--- src/rtl/memory_arbiter.sv ---
// memory_arbiter: N-port requester arbiter in front of one synchronous memory with port-tagged read return.
// Round-robin by default; define MEMORY_ARB_FIXED_PRIO_EN for fixed lowest-index-wins priority.
module memory_arbiter #(
  parameter int MEMORY_BUS_WIDTH = 32,
  parameter int NUM_PORTS        = 4,
  parameter int READ_LATENCY     = 1,
  localparam int AW = MEMORY_BUS_WIDTH - 2,
  localparam int BW = MEMORY_BUS_WIDTH / 8
) (
  input  logic                                  clock,
  input  logic                                  reset,
  input  logic [NUM_PORTS-1:0]                  req_in,
  input  logic [NUM_PORTS*AW-1:0]               addr_in,
  input  logic [NUM_PORTS*MEMORY_BUS_WIDTH-1:0] data_in,
  input  logic [NUM_PORTS*BW-1:0]               wb_in,
  output logic [NUM_PORTS-1:0]                  gnt_out,
  output logic [NUM_PORTS-1:0]                  rvalid_out,
  output logic [MEMORY_BUS_WIDTH-1:0]           rdata_out,
  output logic                                  mem_enable_out,
  output logic [AW-1:0]                         mem_addr_out,
  output logic [MEMORY_BUS_WIDTH-1:0]           mem_data_out,
  output logic [BW-1:0]                         mem_wb_out,
  input  logic [MEMORY_BUS_WIDTH-1:0]           mem_data_in
);

  localparam int PW = (NUM_PORTS > 1) ? $clog2(NUM_PORTS) : 1;

  logic                 any_req_s;
  logic [PW-1:0]        win_idx_s;
  logic [NUM_PORTS-1:0] gnt_s;
  logic [NUM_PORTS-1:0] rvalid_s;
  logic [PW-1:0]        cmd_port_r;
  logic [READ_LATENCY-1:0] tag_valid_r;
  logic [PW-1:0]        tag_port_r [READ_LATENCY];

`ifndef MEMORY_ARB_FIXED_PRIO_EN
  logic [PW-1:0] last_r;

  function automatic logic [PW-1:0] rr_cand(input logic [PW-1:0] last, input int k);
    return PW'((int'(last) + k) % NUM_PORTS);
  endfunction

  // Round-robin pointer: index of the most recently granted port
  always_ff @(posedge clock or negedge reset) begin
    if (!reset) begin
      last_r <= PW'(NUM_PORTS - 1);
    end else if (any_req_s) begin
      last_r <= win_idx_s;
    end else begin
      last_r <= last_r;
    end
  end
`endif

  // Winner selection: walk from lowest to highest priority so the last hit wins
  always_comb begin
    any_req_s = |req_in;
    win_idx_s = {PW{1'b0}};
`ifdef MEMORY_ARB_FIXED_PRIO_EN
    for (int i = NUM_PORTS - 1; i >= 0; i--) begin
      win_idx_s = req_in[i] ? PW'(i) : win_idx_s;
    end
`else
    for (int k = NUM_PORTS; k >= 1; k--) begin
      win_idx_s = req_in[rr_cand(last_r, k)] ? rr_cand(last_r, k) : win_idx_s;
    end
`endif
  end

  // One-hot grant, forced low while reset is held
  always_comb begin
    gnt_s = {NUM_PORTS{1'b0}};
    if (any_req_s && reset) begin
      gnt_s[win_idx_s] = 1'b1;
    end else begin
      gnt_s = {NUM_PORTS{1'b0}};
    end
  end

  assign gnt_out = gnt_s;

  // Command register: capture the granted port's request onto the memory bus
  always_ff @(posedge clock or negedge reset) begin
    if (!reset) begin
      mem_enable_out <= 1'b0;
      mem_addr_out   <= {AW{1'b0}};
      mem_data_out   <= {MEMORY_BUS_WIDTH{1'b0}};
      mem_wb_out     <= {BW{1'b0}};
      cmd_port_r     <= {PW{1'b0}};
    end else if (any_req_s) begin
      mem_enable_out <= 1'b1;
      mem_addr_out   <= addr_in[int'(win_idx_s)*AW +: AW];
      mem_data_out   <= data_in[int'(win_idx_s)*MEMORY_BUS_WIDTH +: MEMORY_BUS_WIDTH];
      mem_wb_out     <= wb_in[int'(win_idx_s)*BW +: BW];
      cmd_port_r     <= win_idx_s;
    end else begin
      mem_enable_out <= 1'b0;
    end
  end

  // Read tag pipeline, fed by the issued command so its depth matches the memory latency
  always_ff @(posedge clock or negedge reset) begin
    if (!reset) begin
      tag_valid_r <= {READ_LATENCY{1'b0}};
      for (int i = 0; i < READ_LATENCY; i++) begin
        tag_port_r[i] <= {PW{1'b0}};
      end
    end else begin
      tag_valid_r[0] <= mem_enable_out && (mem_wb_out == {BW{1'b0}});
      tag_port_r[0]  <= cmd_port_r;
      for (int i = 1; i < READ_LATENCY; i++) begin
        tag_valid_r[i] <= tag_valid_r[i-1];
        tag_port_r[i]  <= tag_port_r[i-1];
      end
    end
  end

  // Decode the emerging tag into a one-hot read-valid vector
  always_comb begin
    rvalid_s = {NUM_PORTS{1'b0}};
    for (int i = 0; i < NUM_PORTS; i++) begin
      rvalid_s[i] = tag_valid_r[READ_LATENCY-1] && (tag_port_r[READ_LATENCY-1] == PW'(i));
    end
  end

  // Read return: pulse rvalid and capture memory data; data holds between pulses
  always_ff @(posedge clock or negedge reset) begin
    if (!reset) begin
      rvalid_out <= {NUM_PORTS{1'b0}};
      rdata_out  <= {MEMORY_BUS_WIDTH{1'b0}};
    end else if (tag_valid_r[READ_LATENCY-1]) begin
      rvalid_out <= rvalid_s;
      rdata_out  <= mem_data_in;
    end else begin
      rvalid_out <= {NUM_PORTS{1'b0}};
      rdata_out  <= rdata_out;
    end
  end

endmodule

--- config.mk ---
export PLATFORM = sky130hd
export DESIGN_NAME = memory_arbiter
export DESIGN_NICKNAME = d
export VERILOG_FILES = /design/src/rtl/memory_arbiter.sv
export SDC_FILE = /design/constraint.sdc
export NUM_CORES = 1
export LEC_CHECK = 0
export BUFFER_PORTS_ARGS = -buffer_cell sky130_fd_sc_hd__buf_2
export CAP_MARGIN = 20
export CORE_AREA = 8 8 153 155
export CTS_CLUSTER_DIAMETER = 50
export DETAILED_ROUTE_END_ITERATION = 6
export DIE_AREA = 0 0 161 163
export HOLD_SLACK_MARGIN = 0.05
export PLACE_DENSITY = 0.62
export SLEW_MARGIN = 0
export SYNTH_ARGS = -nofsm -noshare
export SYNTH_HDL_FRONTEND = slang
export SYNTH_SLANG_ARGS = --single-unit
--- constraint.sdc ---
create_clock -name clock -period 2.6 [get_ports clock]
set_clock_uncertainty 0.15 [all_clocks]
set_input_delay 0.52 -clock clock [delete_from_list [all_inputs] [get_ports clock]]
set_output_delay 0.52 -clock clock [all_outputs]
set_load 0.02 [all_outputs]
======== Word level (Yosys, flattened, before mapping) ========
Index checks and enable logic that the tools add are counted.
storage, ports and cells
  register bits ........................... 110
  bits of input ports ..................... 302
  output and inout port bits .............. 107
  word-level logic and storage cells ...... 54
operators by class
  add/subtract/negate cells ............... 4
  $mul .................................... 1
  $lt $le $gt $ge ......................... 6
  equality and inequality tests ........... 3
  shifts and indexed selects .............. 3
  muxes and demuxes ....................... 17
  reduce and logical (&&, ||, !) cells .... 10
operators by type and width
  operator             number
  $shiftx 128x8->32    1
  $shiftx 120x8->30    1
  $shiftx 16x5->4      1
  $lt 2x3->1 const B   5
  $bmux 1 s2           4
  $mux 2               4
  $mux 4               2
  $logic_and 1x1->1    7
  $mul 2x4->6 const B  1
  $mux 1               6
  $add 2x1->2 const B  2
  $add 2x2->2 const B  2
  $eq 2x2->1 const B   2
  $logic_not 4->1      1
  $reduce_or 4->1      1
  $demux 1 s2          1
  $eq 2x1->1 const B   1
  $ge 2x1->1 const B   1
  $logic_not 2->1      1

======== Depth between registers and ports, before layout ========
  word-level depth ........................ 12
  gate-level depth with buffers ........... 8
  mapped depth without buffers ............ 5

======== Worst setup path after synthesis ========
No wires, ideal clock.
  path kind ............................... reg-to-output
  start ................................... register last_r[1]
  end ..................................... output gnt_out[0]
  arrival ................................. 2.177 ns
  data required time ...................... 1.930 ns
  setup slack ............................. -0.247 ns
  cell stages (with the launch flop) ...... 7
  buffers on the path ..................... 3
  cell sequence ........................... dfstp_2 buf_2 mux2i_1 o221ai_4 buf_6 buf_4 nor4_1
between the ends
  word-level cells in the longest chain between the ends .. 12
RTL lines
  what                                                            line  source
  start: declaration                                              37    logic [PW-1:0] last_r;
  start signal: assignment                                        46    last_r <= PW'(NUM_PORTS - 1);
  start signal: assignment                                        48    last_r <= win_idx_s;
  start signal: assignment                                        50    last_r <= last_r;
  $add 2x1->2                                                     40    return PW'((int'(last) + k) % NUM_PORTS);
  $bmux 1 s2                                                      65    win_idx_s = req_in[rr_cand(last_r, k)] ? rr_cand(last_r, k) : win_idx_s;
  $mux 1 (implied by the code)                                    65
  $mux 2 (3 in a row)                                             65
  $mux 2 (*)                                                      65
  $lt 2x3->1 (implied by the code) or $ge 2x1->1 (tied branches)  74    gnt_s[win_idx_s] = 1'b1;
  $logic_and 1x1->1 (implied by the code)                         74
  $mux 1 (implied by the code)                                    74
  $demux 1 s2 (*)                                                 74
  $mux 4 (*)                                                      73    if (any_req_s && reset) begin
  end: declaration                                                16    output logic [NUM_PORTS-1:0] gnt_out,
Every way passes the cells marked *; elsewhere a longest branch is shown, timed or not. The select of a mux whose other input is x is not followed.

======== Worst setup path in the final report ========
  start ................................... register last_r[0]
  end ..................................... output gnt_out[3]
The elaborated chain is that of the path after synthesis.

==> impl_metrics.toml <==
[place]
io_buffers = 408
dpl.cell_count = 1149
place_congestion = 0.7973
dpl.hpwl_mm = 17.79
postPlaceCellArea_um2 = 8605

[sta]
period_needed_ns = 2.518
fmax_ghz = 0.3971
grt_setup_unrepaired = "true"
setup_viol = 0
hold_slack_ns = 0.1439
timing.slew.headroom_pct = 58.67
period_share_pct = 96.85
finalMaxSlewViolations = 0
finalHoldViolCount = 0
worstMarginPinSlew_ns = 0.6199

[clock_tree]
cts_buffer_depth = 2
clock_latency_ns = 0.35
cts.hold.buffers_added = 0
cts_sinks = 110
cts-buffers-inserted = 9
path_clk_slew_ns = 0.08
cts_tree = "yes"
htreeDepth = 3
cts_root_buffer = "clkbuf_16"

[finish]
area_delta_synth_final_pct = 43.75
final_cells = 1170
final_layout_size_suffix_gt1_share_pct = 62.79
fin_area_um2 = 8982
layout.nets = 1192
diodes = 0

[outcome]
outcome = "complete, no violations"

[detailed_routing]
wl_mm = 22.41
routedWlPerCell_um = 19.15
first_pass_iters = 4
route.detailed.drc = 0
via_per_inst = 4.697
postRouteAntennaNets = 0
vias = 5495
initialDrtViolationCount = 210

[grt]
grt_pass1_wl_mm = 33.85
antenna_found_initial = 0
track_usage_pct = 16.22
grt_util_met2_pct = 28.65
use_met3_pct = 6.041
grt_pass1_vias = 6173
use_met1_pct = 18.24
top_usage_layer = "met2"
overflow = 0
grt_max_degree = 111

[power_and_ir_drop]
power_mw = 7.801
vdd_drop_max_v = 0.0003133
p_leak_nw = 4.569
p_per_area_nw_per_um2 = 868.5

[setup_path]
crit_chain = "nand2b_4, a22o_1, a221oi_4, and3_1, buf_6"
slowest_delay_ns = 0.40
path_buf_inv = 1
cp-start-kind = "flop"
rrSetupSlack_ns = 0.21
slowest_stage = "dfstp_2"
path_class = "flop to output pin"
end_kind = "output pin"
path_delay_family = "compound AO/OA/AOI/OAI gates"
required_ns = 1.93
cp_max_fo = 6
arrival_ns = 1.85

[synthesis]
netlist_area_um2 = 6248
syn_area_per_cell_um2 = 12.91
ys_seq_elements = 110
synthCells = 484
yosysWarnings = 0
synth_nets = 786
synth_seq_area_share_pct = 44.09
synthDistinctLibCells = 33

[hold_path]
hold_path_class = "input port to asynchronous set/reset pin"

[floorplanning]
initial_core_util_pct = 30.01
fp.coreArea_um2 = 20820
die_height_um = 163
ios = 409
die-area_um2 = 26240
rows = 53
die_w_um = 161

[flow_run]
max-cap-violations = 0
[cell type report]
cell class / count / area [um^2]
fill: 1983 / 11840
multi-input combinational: 331 / 3207
sequential: 110 / 2755
timing repair buffer: 436 / 2360
tap: 275 / 344.1
clock buffer: 9 / 225.2
clock inverter: 7 / 83.83
inverter: 2 / 7.507
[metrics by stage]
| stage | utilization, % | setup TNS [ns] | worst slack [ns] |
|---|---|---|---|
| after floorplan | - | -0.02930 | -0.02930 |
| after global placement | 41.32 | 0 | 0.1298 |
| after detailed placement | 41.32 | 0 | 0.1201 |
| after CTS | 43.02 | 0 | 0.007820 |
| after global routing | 43.14 | -0.03720 | -0.02824 |
| final | 43.14 | 0 | 0.08192 |
[layout by cell type (no fill, tap or decap), types with 3 or more instances in the layout]
cell       count
a21o_1         4
a221oi_2      65
buf_12         7
buf_2        403
buf_4         24
clkbuf_16      9
dfrtp_1      108
inv_8          3
mux2_2        32
mux2i_1      132
nand2b_1       3
nor2_1        70
[logic make-up (layout without fill, tap and decap cells)]
| group | count (synthesis) | count (layout) | synth area share, % |
|---|---|---|---|
| flops | 110 | 110 | 44.09 |
| mux | 165 | 165 | 27.07 |
| simple gates | 89 | 89 | 6.167 |
| compound gates | 77 | 77 | 17.60 |
| buf+inv | 43 | 454 | 5.066 |
[where the power goes]
| group | switching [mW] | internal (mW) |
|---|---|---|
| Combinational | 2.13 | 1.61 |
| Clock | 0.739 | 0.695 |
| Sequential | 0.320 | 2.31 |
| Total | 3.19 | 4.61 |
[flip-flops by register name (all words and copies together), names as in the netlist]
name            cells
cmd_port_r          2
rdata_out          32
last_r              2
tag_valid_r         1
rvalid_out          4
mem_data_out       32
mem_wb_out          4
tag_port_r          2
mem_addr_out       30
mem_enable_out      1
[what timing repair did]
| action | CTS | global route |
|---|---|---|
| buffers inserted | 5 | 0 |
| endpoints found under the setup margin | 4 | 4 |
| pin swaps | 2 | 3 |
| resized for setup | 2 | 7 |
[metal layers]
layer,wire length [um],vias to the layer above
met5,0,-
met4,241,0
met3,1939,13
met2,11470,248
met1,8762,2589
li1,-,2645
[cell usage after synthesis]
cell / number / area share [%]
buf_12: 5 / 1.6
a21oi_2: 1 / 0.14
clkbuf_1: 12 / 0.72
nand2b_1: 4 / 0.40
o221ai_4: 1 / 0.42
nor4_2: 1 / 0.20
and2_1: 1 / 0.10
mux2_2: 32 / 5.8
a221oi_2: 65 / 16
buf_2: 14 / 1.1
and3_1: 2 / 0.20
a21oi_1: 2 / 0.16
dfstp_2: 2 / 0.84
inv_1: 1 / 0.060
nand2_1: 3 / 0.18
buf_1: 1 / 0.060
a22o_1: 1 / 0.14
and3b_1: 1 / 0.14
inv_2: 1 / 0.060
o21ai_0: 1 / 0.080
and2b_1: 1 / 0.12
buf_4: 3 / 0.36
nor4_1: 2 / 0.20
nor3_1: 1 / 0.080
nor2_1: 70 / 4.2
nor2b_1: 1 / 0.10
mux2i_1: 133 / 21
a221oi_4: 1 / 0.42
buf_6: 6 / 1.1
a21o_1: 4 / 0.48
a221oi_1: 1 / 0.14
dfrtp_1: 108 / 43
nor3b_1: 2 / 0.24
[worst paths after layout]
check,startpoint,end,cells after the start
worst max-delay path,last_r[0]$_DFFE_PN1N_,gnt_out[3],5
worst min-delay path,reset,mem_data_out[10]$_DFFE_PN0N_,2
worst max register to register,last_r[1]$_DFFE_PN1N_,mem_wb_out[2]$_DFFE_PN0N_,8
worst min register to register,cmd_port_r[1]$_DFFE_PN0N_,tag_port_r[1]$_DFF_PN0_,0
max in group asynchronous,reset,mem_addr_out[27]$_DFFE_PN0N_,2
min in group clock,cmd_port_r[1]$_DFFE_PN0N_,tag_port_r[1]$_DFF_PN0_,0
Note: power is estimated with default switching activity, not from simulation.
